<file path="src/rtl/peripheral_msi_slave_port_ahb3_if.sv">
// AHB-Lite link between one per-slave arbiter and its downstream slave.
// The arbiter drives the address/data phase; the slave answers with data, ready and response.
interface peripheral_msi_slave_port_ahb3_if #(
    parameter int PLEN = 64,
    parameter int XLEN = 64
);
    logic            HSEL;
    logic [PLEN-1:0] HADDR;
    logic [XLEN-1:0] HWDATA;
    logic [XLEN-1:0] HRDATA;
    logic            HWRITE;
    logic [2:0]      HSIZE;
    logic [2:0]      HBURST;
    logic [3:0]      HPROT;
    logic [1:0]      HTRANS;
    logic            HMASTLOCK;
    logic            HREADY;
    logic            HREADYOUT;
    logic            HRESP;

    modport master (
        output HSEL, HADDR, HWDATA, HWRITE, HSIZE, HBURST, HPROT, HTRANS, HMASTLOCK, HREADY,
        input  HRDATA, HREADYOUT, HRESP
    );

    modport slave (
        input  HSEL, HADDR, HWDATA, HWRITE, HSIZE, HBURST, HPROT, HTRANS, HMASTLOCK, HREADY,
        output HRDATA, HREADYOUT, HRESP
    );
endinterface

</file>
<file path="src/rtl/peripheral_msi_slave_port_ahb3.sv">
// Per-slave arbiter/mux: picks one of MASTERS master ports by priority with round-robin tie-break,
// muxes its address and data phases onto the slave, and broadcasts the slave response back.
module peripheral_msi_slave_port_ahb3 #(
    parameter int PLEN    = 64,
    parameter int XLEN    = 64,
    parameter int MASTERS = 5
) (
    input  logic                          HRESETn,
    input  logic                          HCLK,
    input  logic [MASTERS-1:0][2:0]       mstpriority,
    input  logic [MASTERS-1:0]            mstHSEL,
    input  logic [MASTERS-1:0][PLEN-1:0]  mstHADDR,
    input  logic [MASTERS-1:0][XLEN-1:0]  mstHWDATA,
    input  logic [MASTERS-1:0]            mstHWRITE,
    input  logic [MASTERS-1:0][2:0]       mstHSIZE,
    input  logic [MASTERS-1:0][2:0]       mstHBURST,
    input  logic [MASTERS-1:0][3:0]       mstHPROT,
    input  logic [MASTERS-1:0][1:0]       mstHTRANS,
    input  logic [MASTERS-1:0]            mstHMASTLOCK,
    input  logic [MASTERS-1:0]            mstHREADY,
    input  logic [MASTERS-1:0]            mst_can_switch,
    output logic [MASTERS-1:0]            master_granted,
    output logic [XLEN-1:0]               mstHRDATA,
    output logic                          mstHREADYOUT,
    output logic                          mstHRESP,
    peripheral_msi_slave_port_ahb3_if.master slv
);
    localparam int         IW          = (MASTERS > 1) ? $clog2(MASTERS) : 1;
    localparam logic [1:0] HTRANS_IDLE = 2'b00;

    logic [MASTERS-1:0] grant_q, grant_d;
    logic [MASTERS-1:0] data_owner_q, data_owner_d;
    logic [IW-1:0]      last_owner_q, last_owner_d;

    logic [IW-1:0] owner, data_idx, winner, cand;
    logic          owner_valid, data_valid, found, lock_hold, rearb, addr_sel;
    logic [2:0]    max_prio;
    int            idx;

    always_comb begin
        owner    = '0;
        data_idx = '0;
        for (int i = 0; i < MASTERS; i++) begin
            if (grant_q[i])      owner    = IW'(i);
            if (data_owner_q[i]) data_idx = IW'(i);
        end
    end

    assign owner_valid = |grant_q;
    assign data_valid  = |data_owner_q;

    // Highest requesting priority, then the first requester at that level after last_owner.
    always_comb begin
        max_prio = '0;
        for (int i = 0; i < MASTERS; i++) begin
            if (mstHSEL[i] && (mstpriority[i] > max_prio)) max_prio = mstpriority[i];
        end
        found  = 1'b0;
        winner = last_owner_q;
        idx    = 0;
        cand   = '0;
        for (int k = 1; k <= MASTERS; k++) begin
            idx = int'(last_owner_q) + k;
            if (idx >= MASTERS) idx = idx - MASTERS;
            cand = IW'(idx);
            if (!found && mstHSEL[cand] && (mstpriority[cand] == max_prio)) begin
                found  = 1'b1;
                winner = cand;
            end
        end
    end

    assign addr_sel  = owner_valid & mstHSEL[owner];
    assign lock_hold = addr_sel & mstHMASTLOCK[owner];
    assign rearb     = slv.HREADYOUT & (~owner_valid | mst_can_switch[owner]) & ~lock_hold;

    always_comb begin
        grant_d      = grant_q;
        last_owner_d = last_owner_q;
        data_owner_d = data_owner_q;
        if (rearb) begin
            grant_d = '0;
            if (found) begin
                grant_d[winner] = 1'b1;
                last_owner_d    = winner;
            end
        end
        // The data phase follows the address phase the slave just accepted, independent of any regrant.
        if (slv.HREADYOUT) begin
            data_owner_d = (addr_sel && (mstHTRANS[owner] != HTRANS_IDLE)) ? grant_q : '0;
        end
    end

    // NOTE: every piece of arbitration state is cleared by the async reset so a mid-transfer reset leaves nothing stale.
    always_ff @(posedge HCLK or negedge HRESETn) begin
        if (!HRESETn) begin
            grant_q      <= '0;
            data_owner_q <= '0;
            last_owner_q <= IW'(MASTERS - 1);
        end else begin
            grant_q      <= grant_d;
            data_owner_q <= data_owner_d;
            last_owner_q <= last_owner_d;
        end
    end

    assign master_granted = grant_q;

    assign slv.HSEL      = addr_sel;
    assign slv.HADDR     = owner_valid ? mstHADDR[owner]     : '0;
    assign slv.HWRITE    = owner_valid ? mstHWRITE[owner]    : 1'b0;
    assign slv.HSIZE     = owner_valid ? mstHSIZE[owner]     : '0;
    assign slv.HBURST    = owner_valid ? mstHBURST[owner]    : '0;
    assign slv.HPROT     = owner_valid ? mstHPROT[owner]     : '0;
    assign slv.HMASTLOCK = owner_valid ? mstHMASTLOCK[owner] : 1'b0;
    assign slv.HTRANS    = addr_sel    ? mstHTRANS[owner]    : HTRANS_IDLE;
    assign slv.HREADY    = owner_valid ? mstHREADY[owner]    : 1'b1;
    assign slv.HWDATA    = data_valid  ? mstHWDATA[data_idx] : '0;

    assign mstHRDATA    = slv.HRDATA;
    assign mstHREADYOUT = slv.HREADYOUT;
    assign mstHRESP     = slv.HRESP;
endmodule

</file>
<file path="src/flat_wrapper.sv">
// flat-port wrapper written by rule: the top's interface ports become plain ports
module peripheral_msi_slave_port_ahb3_flat 
#(
    parameter int PLEN    = 64,
    parameter int XLEN    = 64,
    parameter int MASTERS = 5
)
  (HRESETn, HCLK, mstpriority, mstHSEL, mstHADDR, mstHWDATA, mstHWRITE, mstHSIZE, mstHBURST, mstHPROT, mstHTRANS, mstHMASTLOCK, mstHREADY, mst_can_switch, master_granted, mstHRDATA, mstHREADYOUT, mstHRESP, slv_HSEL, slv_HADDR, slv_HWDATA, slv_HWRITE, slv_HSIZE, slv_HBURST, slv_HPROT, slv_HTRANS, slv_HMASTLOCK, slv_HREADY, slv_HRDATA, slv_HREADYOUT, slv_HRESP);
  peripheral_msi_slave_port_ahb3_if #(.PLEN(PLEN), .XLEN(XLEN)) slv_i ();
  input  logic HRESETn;
  input  logic HCLK;
  input  logic [MASTERS-1:0][2:0] mstpriority;
  input  logic [MASTERS-1:0] mstHSEL;
  input  logic [MASTERS-1:0][PLEN-1:0] mstHADDR;
  input  logic [MASTERS-1:0][XLEN-1:0] mstHWDATA;
  input  logic [MASTERS-1:0] mstHWRITE;
  input  logic [MASTERS-1:0][2:0] mstHSIZE;
  input  logic [MASTERS-1:0][2:0] mstHBURST;
  input  logic [MASTERS-1:0][3:0] mstHPROT;
  input  logic [MASTERS-1:0][1:0] mstHTRANS;
  input  logic [MASTERS-1:0] mstHMASTLOCK;
  input  logic [MASTERS-1:0] mstHREADY;
  input  logic [MASTERS-1:0] mst_can_switch;
  output logic [MASTERS-1:0] master_granted;
  output logic [XLEN-1:0] mstHRDATA;
  output logic mstHREADYOUT;
  output logic mstHRESP;
  output wire logic [$bits(slv_i.HSEL)-1:0] slv_HSEL;
  output wire logic [$bits(slv_i.HADDR)-1:0] slv_HADDR;
  output wire logic [$bits(slv_i.HWDATA)-1:0] slv_HWDATA;
  output wire logic [$bits(slv_i.HWRITE)-1:0] slv_HWRITE;
  output wire logic [$bits(slv_i.HSIZE)-1:0] slv_HSIZE;
  output wire logic [$bits(slv_i.HBURST)-1:0] slv_HBURST;
  output wire logic [$bits(slv_i.HPROT)-1:0] slv_HPROT;
  output wire logic [$bits(slv_i.HTRANS)-1:0] slv_HTRANS;
  output wire logic [$bits(slv_i.HMASTLOCK)-1:0] slv_HMASTLOCK;
  output wire logic [$bits(slv_i.HREADY)-1:0] slv_HREADY;
  input wire logic [$bits(slv_i.HRDATA)-1:0] slv_HRDATA;
  input wire logic [$bits(slv_i.HREADYOUT)-1:0] slv_HREADYOUT;
  input wire logic [$bits(slv_i.HRESP)-1:0] slv_HRESP;
  assign slv_HSEL = slv_i.HSEL;
  assign slv_HADDR = slv_i.HADDR;
  assign slv_HWDATA = slv_i.HWDATA;
  assign slv_HWRITE = slv_i.HWRITE;
  assign slv_HSIZE = slv_i.HSIZE;
  assign slv_HBURST = slv_i.HBURST;
  assign slv_HPROT = slv_i.HPROT;
  assign slv_HTRANS = slv_i.HTRANS;
  assign slv_HMASTLOCK = slv_i.HMASTLOCK;
  assign slv_HREADY = slv_i.HREADY;
  assign slv_i.HRDATA = slv_HRDATA;
  assign slv_i.HREADYOUT = slv_HREADYOUT;
  assign slv_i.HRESP = slv_HRESP;
  peripheral_msi_slave_port_ahb3 #(.PLEN(PLEN), .XLEN(XLEN), .MASTERS(MASTERS)) u_core (.HRESETn(HRESETn), .HCLK(HCLK), .mstpriority(mstpriority), .mstHSEL(mstHSEL), .mstHADDR(mstHADDR), .mstHWDATA(mstHWDATA), .mstHWRITE(mstHWRITE), .mstHSIZE(mstHSIZE), .mstHBURST(mstHBURST), .mstHPROT(mstHPROT), .mstHTRANS(mstHTRANS), .mstHMASTLOCK(mstHMASTLOCK), .mstHREADY(mstHREADY), .mst_can_switch(mst_can_switch), .master_granted(master_granted), .mstHRDATA(mstHRDATA), .mstHREADYOUT(mstHREADYOUT), .mstHRESP(mstHRESP), .slv(slv_i));
endmodule
</file>
<file path="config.mk">
export PLATFORM = sky130hd
export DESIGN_NAME = peripheral_msi_slave_port_ahb3_flat
export DESIGN_NICKNAME = d
export VERILOG_FILES = /design/src/rtl/peripheral_msi_slave_port_ahb3_if.sv /design/src/rtl/peripheral_msi_slave_port_ahb3.sv /design/src/flat_wrapper.sv
export SDC_FILE = /design/constraint.sdc
export NUM_CORES = 1
export LEC_CHECK = 0
export BUFFER_PORTS_ARGS = -buffer_cell sky130_fd_sc_hd__buf_4
export CORE_AREA = 2 2 393 395
export CTS_BUF_LIST = sky130_fd_sc_hd__clkbuf_8
export CTS_CLUSTER_DIAMETER = 50
export DETAILED_ROUTE_END_ITERATION = 7
export DIE_AREA = 0 0 395 397
export GPL_TIMING_DRIVEN = 0
export PLACE_DENSITY = 0.32
export SYNTH_ARGS = -nofsm -noshare
export SYNTH_HDL_FRONTEND = slang
export SYNTH_SLANG_ARGS = --single-unit
</file>
<file path="constraint.sdc">
create_clock -name HCLK -period 9.4 [get_ports HCLK]
set_input_delay 0.47 -clock HCLK [delete_from_list [all_inputs] [get_ports HCLK]]
set_output_delay 0.47 -clock HCLK [all_outputs]
set_load 0.02 [all_outputs]
</file>
==> metrics.log <==
[metrics] Net Count, Synth: between 2000 and 3000
[metrics] critical path startpoint category: input port
[metrics] startpoint of the most critical register-to-register path: u_core.last_owner_q[0]$_DFFE_PN0P_
[metrics] number of buffers between clock root and the deepest sink: 2
[metrics] worst vdd rail ir drop: roughly 0.00015 V
[metrics] Die X-Extent: about 400 um
[metrics] unrepaired setup endpoints after global routing: false
[metrics] power density cells: roughly 190 nW/um2
[metrics] number of buffers inserted to repair setup after CTS: 0
[metrics] clock period minus final worst setup slack: around 7.7 ns
[metrics] TritonCTS clock tree: yes
[metrics] post-synthesis instance area: around 9700 um2
[metrics] Ports: a little over 1000
[metrics] simple-gate area share of the yosys netlist: between 30% and 40%
[metrics] clock latency reported for the late side of the worst-skew pair: 0.28 ns
[metrics] average instance area after synthesis: around 5.4 um2
[metrics] Yosys warning total: 0
[metrics] HPWL reported at the end of detailed placement: roughly 100000 um
[metrics] final total negative setup slack: 0 ns
[metrics] GR Util All Layers: between 10% and 20%
[metrics] drc violations: 0
[metrics] Maximum Capacitance Violations: 0
[metrics] biggest area consumer among synthesized cells: a21oi_1
[metrics] worst hold path type: input port to asynchronous set/reset pin
[metrics] number of flops mapped to enable cells by yosys: 0
[metrics] y dimension of the die: about 400 um
[metrics] proportion of power drawn by combinational gates: 95.8%
[metrics] Worst Path Class, Setup: input port to register
[metrics] mean routed wirelength per cell: between 20 and 25 um
[metrics] Detailed Route Iter0 Violations: 1485
[metrics] share of post-route cells with drive strength above 1: between 30% and 40%
[metrics] first-pass GRT wire length: ~150000 um
[metrics] max incr delay on CP: approximately 0.57 ns
[metrics] detailed-routing iteration count for the pre-antenna-repair pass: 5
[metrics] initial standard-cell utilization of the core: ~6.3%
[metrics] required arrival time at the worst endpoint: between 9 and 10 ns
[metrics] antenna violations before repair: 40
[metrics] commonest non-fill, non-tap cell in the layout: buf_4
[metrics] Remaining Overflow, GRT: 0
[metrics] combinational family with the most area after synthesis: compound AO/OA/AOI/OAI gates
[metrics] detail-routed via count per cell: between 3 and 4
[metrics] post-synthesis cell type count: 88
[metrics] synth top area cells: a21oi_1 27%, nor2_1 20%, mux2i_1 8.7%
[metrics] placeable core region: 153000 um2
[metrics] FF+latch count, synth: 13
[metrics] switching part of the total: approximately three fifths
[metrics] fin nets: roughly 3600
[metrics] post-CTS resize count: 0
[metrics] number of buffers inserted by hold repair at cts: 0
[metrics] number of port buffers: 954
[metrics] result of the run: completed
[metrics] drt total wl: between 100000 and 150000 um
[metrics] Post-Synth XOR/XNOR Area: between 2 and 2.5%
[metrics] Relative slew margins: 14.7%
[metrics] P_int: roughly 1400 uW
[metrics] number of global-route vias before repair: around 16000
[metrics] Placer Congestion: approximately 0.92
[metrics] Clock Sinks: 13
[metrics] total non-filler cell area in the finished layout: 19500 um2
[metrics] leakage power total: ~0.0088 uW
[metrics] largest driver fanout on the critical path: 9
[metrics] Post-Synth Adder-Cell Area: roughly 2.8%
[metrics] root buffer selected by CTS: clkbuf_8
[metrics] FFs w/ async S/R, synth: between 90% and 100%
[metrics] final hold viol count: 0
[metrics] largest net degree at the start of global routing: 14
[metrics] post-synthesis compound-gate area fraction: 35.9%
[metrics] Worst EP arrival: 7.89 ns
[metrics] area overhead of the layout relative to synthesis: 101%
[metrics] final setup fails: 0
[metrics] mux contribution to synthesized area: 11.9%
[metrics] highest-delay cell along the critical path: or4_4
[metrics] # rows: around 140
[metrics] count of mapped cells out of synthesis: 1797
[metrics] most frequent cells in the layout: 1023 x buf_4, 517 x a21oi_1, 513 x nor2_1, 200 x nand2_1, 105 x clkbuf_1
[metrics] slew at the pin closest to its max-slew limit: roughly 1.3 ns
[metrics] fin crit share: 81.7%
[metrics] CTS clock-pin slew for the worst setup and hold paths: ~0.070 ns
[metrics] CTS HTree Levels: 1
[metrics] sequential element share of the synthesized area: under 10%
[metrics] kind of end point of the critical path: register
[metrics] most instantiated flip-flop cell in the synthesis netlist: dfrtp_1
[metrics] placed standard-cell area: 19500 um2
[metrics] number of buffers inserted during clock tree synthesis: 3
[metrics] final worst clock skew: about 0.0063 ns
[metrics] first element of the critical path: mstHSEL[0]
[metrics] Clock Power Share: 1.7%
[metrics] floorplan die area: 157000 um2
[metrics] count of antenna-violating nets left after detailed routing: 0
[metrics] Crit path top cell by count: ha_1
[metrics] proportion of netlist area held by the largest area contributor: about a quarter
[metrics] Switching Power: between 2000 and 2500 uW
[metrics] number of vias after detailed routing: about 17000
[metrics] maximum clock rate: about 0.13 GHz
[metrics] final slew viol count: 0
[metrics] share of power burned in registers: roughly 2.5%
-- worst max-delay path: cells and delay by family --
family / cells / cell delay [ns]
adder cells (fa/ha/maj): 4 / 1.15
AO/OA/AOI/OAI: 9 / 1.91
AND/OR/NAND/NOR: 15 / 3.39
buffers and inverters: 3 / 0.44
multiplexers: 1 / 0.43
XOR/XNOR: 1 / 0.12
-- sequential cells by signal, summed over array words and instances, names as in the netlist --
| signal | flops |
|---|---|
| u_core.last_owner_q | 3 |
| u_core.data_owner_q | 5 |
| u_core.master_granted | 5 |
-- per-layer routing --
metal / GRT usage, % / up-vias / share of wire [%]
li1: - / 8026 / -
met1: 19.0 / 8198 / 45
met2: 22.1 / 786 / 44
met3: 4.76 / 91 / 9.3
met4: 1.87 / 12 / 1.7
met5: 0 / - / 0.068
-- final timing paths --
path	cells after the start	slack, ns	endpoint
min reg2reg	2	0.57	u_core.data_owner_q[0]$_DFFE_PN0P_
max reg2reg	18	4.06	u_core.master_granted[2]$_DFFE_PN0P_
min	1	0.05	u_core.last_owner_q[0]$_DFFE_PN0P_
max in group asynchronous	1	9.10	u_core.last_owner_q[2]$_DFFE_PN1P_
min in group HCLK	2	0.48	u_core.data_owner_q[3]$_DFFE_PN0P_
max	33	1.72	u_core.master_granted[2]$_DFFE_PN0P_
-- power by group through the flow --
stage,clock [uW],combinational (uW),sequential [uW]
floorplan,0,2060,88.6
global placement,0,3550,96.4
detailed placement,0,3540,96.2
CTS,68.6,3550,95.2
global route,71.4,3830,97.8
finish,61.2,3550,93.6
-- cells by family (layout without fill, tap and decap cells) --
logic type	after synthesis	count (layout)
other	0	10
buffers and inverters	243	1202
AND/OR/NAND/NOR	766	766
XOR/XNOR	24	24
flip-flops	13	13
multiplexers	100	100
adder cells (fa/ha/maj)	21	21
AO/OA/AOI/OAI	630	630
-- Yosys cell counts, types with 11 or more instances --
master,instances
ha_1,20
nand3_1,12
nand2_1,200
nor2_1,513
o21ai_0,28
dfrtp_1,12
mux4_2,11
mux2i_1,84
buf_1,37
inv_1,23
a21oi_1,517
xnor2_1,20
buf_4,69
clkbuf_1,107
-- layout make-up --
class | instances | area, um2
antenna | 10 | 25.0
clock inverter | 1 | 5.00
sequential | 13 | 327
inverter | 25 | 93.8
tap | 2044 | 2560
timing repair buffer | 955 | 7190
fill | 18100 | 133000
clock buffer | 3 | 41.3
multi-input combinational | 1541 | 8180
buffer | 218 | 1100
-- stage by stage --
step | setup WS (ns) | util, % | std cells | power [uW] | hold slack (ns)
2_1_floorplan | 2.52 | - | 1797 | 2150 | 0.174
3_3_place_gp | 1.41 | 12.7 | 4795 | 3640 | 0.359
3_5_place_dp | 1.41 | 12.7 | 4796 | 3640 | 0.361
4_1_cts | 1.72 | 12.7 | 4800 | 3720 | 0.0326
5_1_grt | 1.29 | 12.8 | 4803 | 4000 | 0.0358
6_report | 1.72 | 12.8 | 4810 | 3700 | 0.0463
Power figures use the tool's default switching activity.
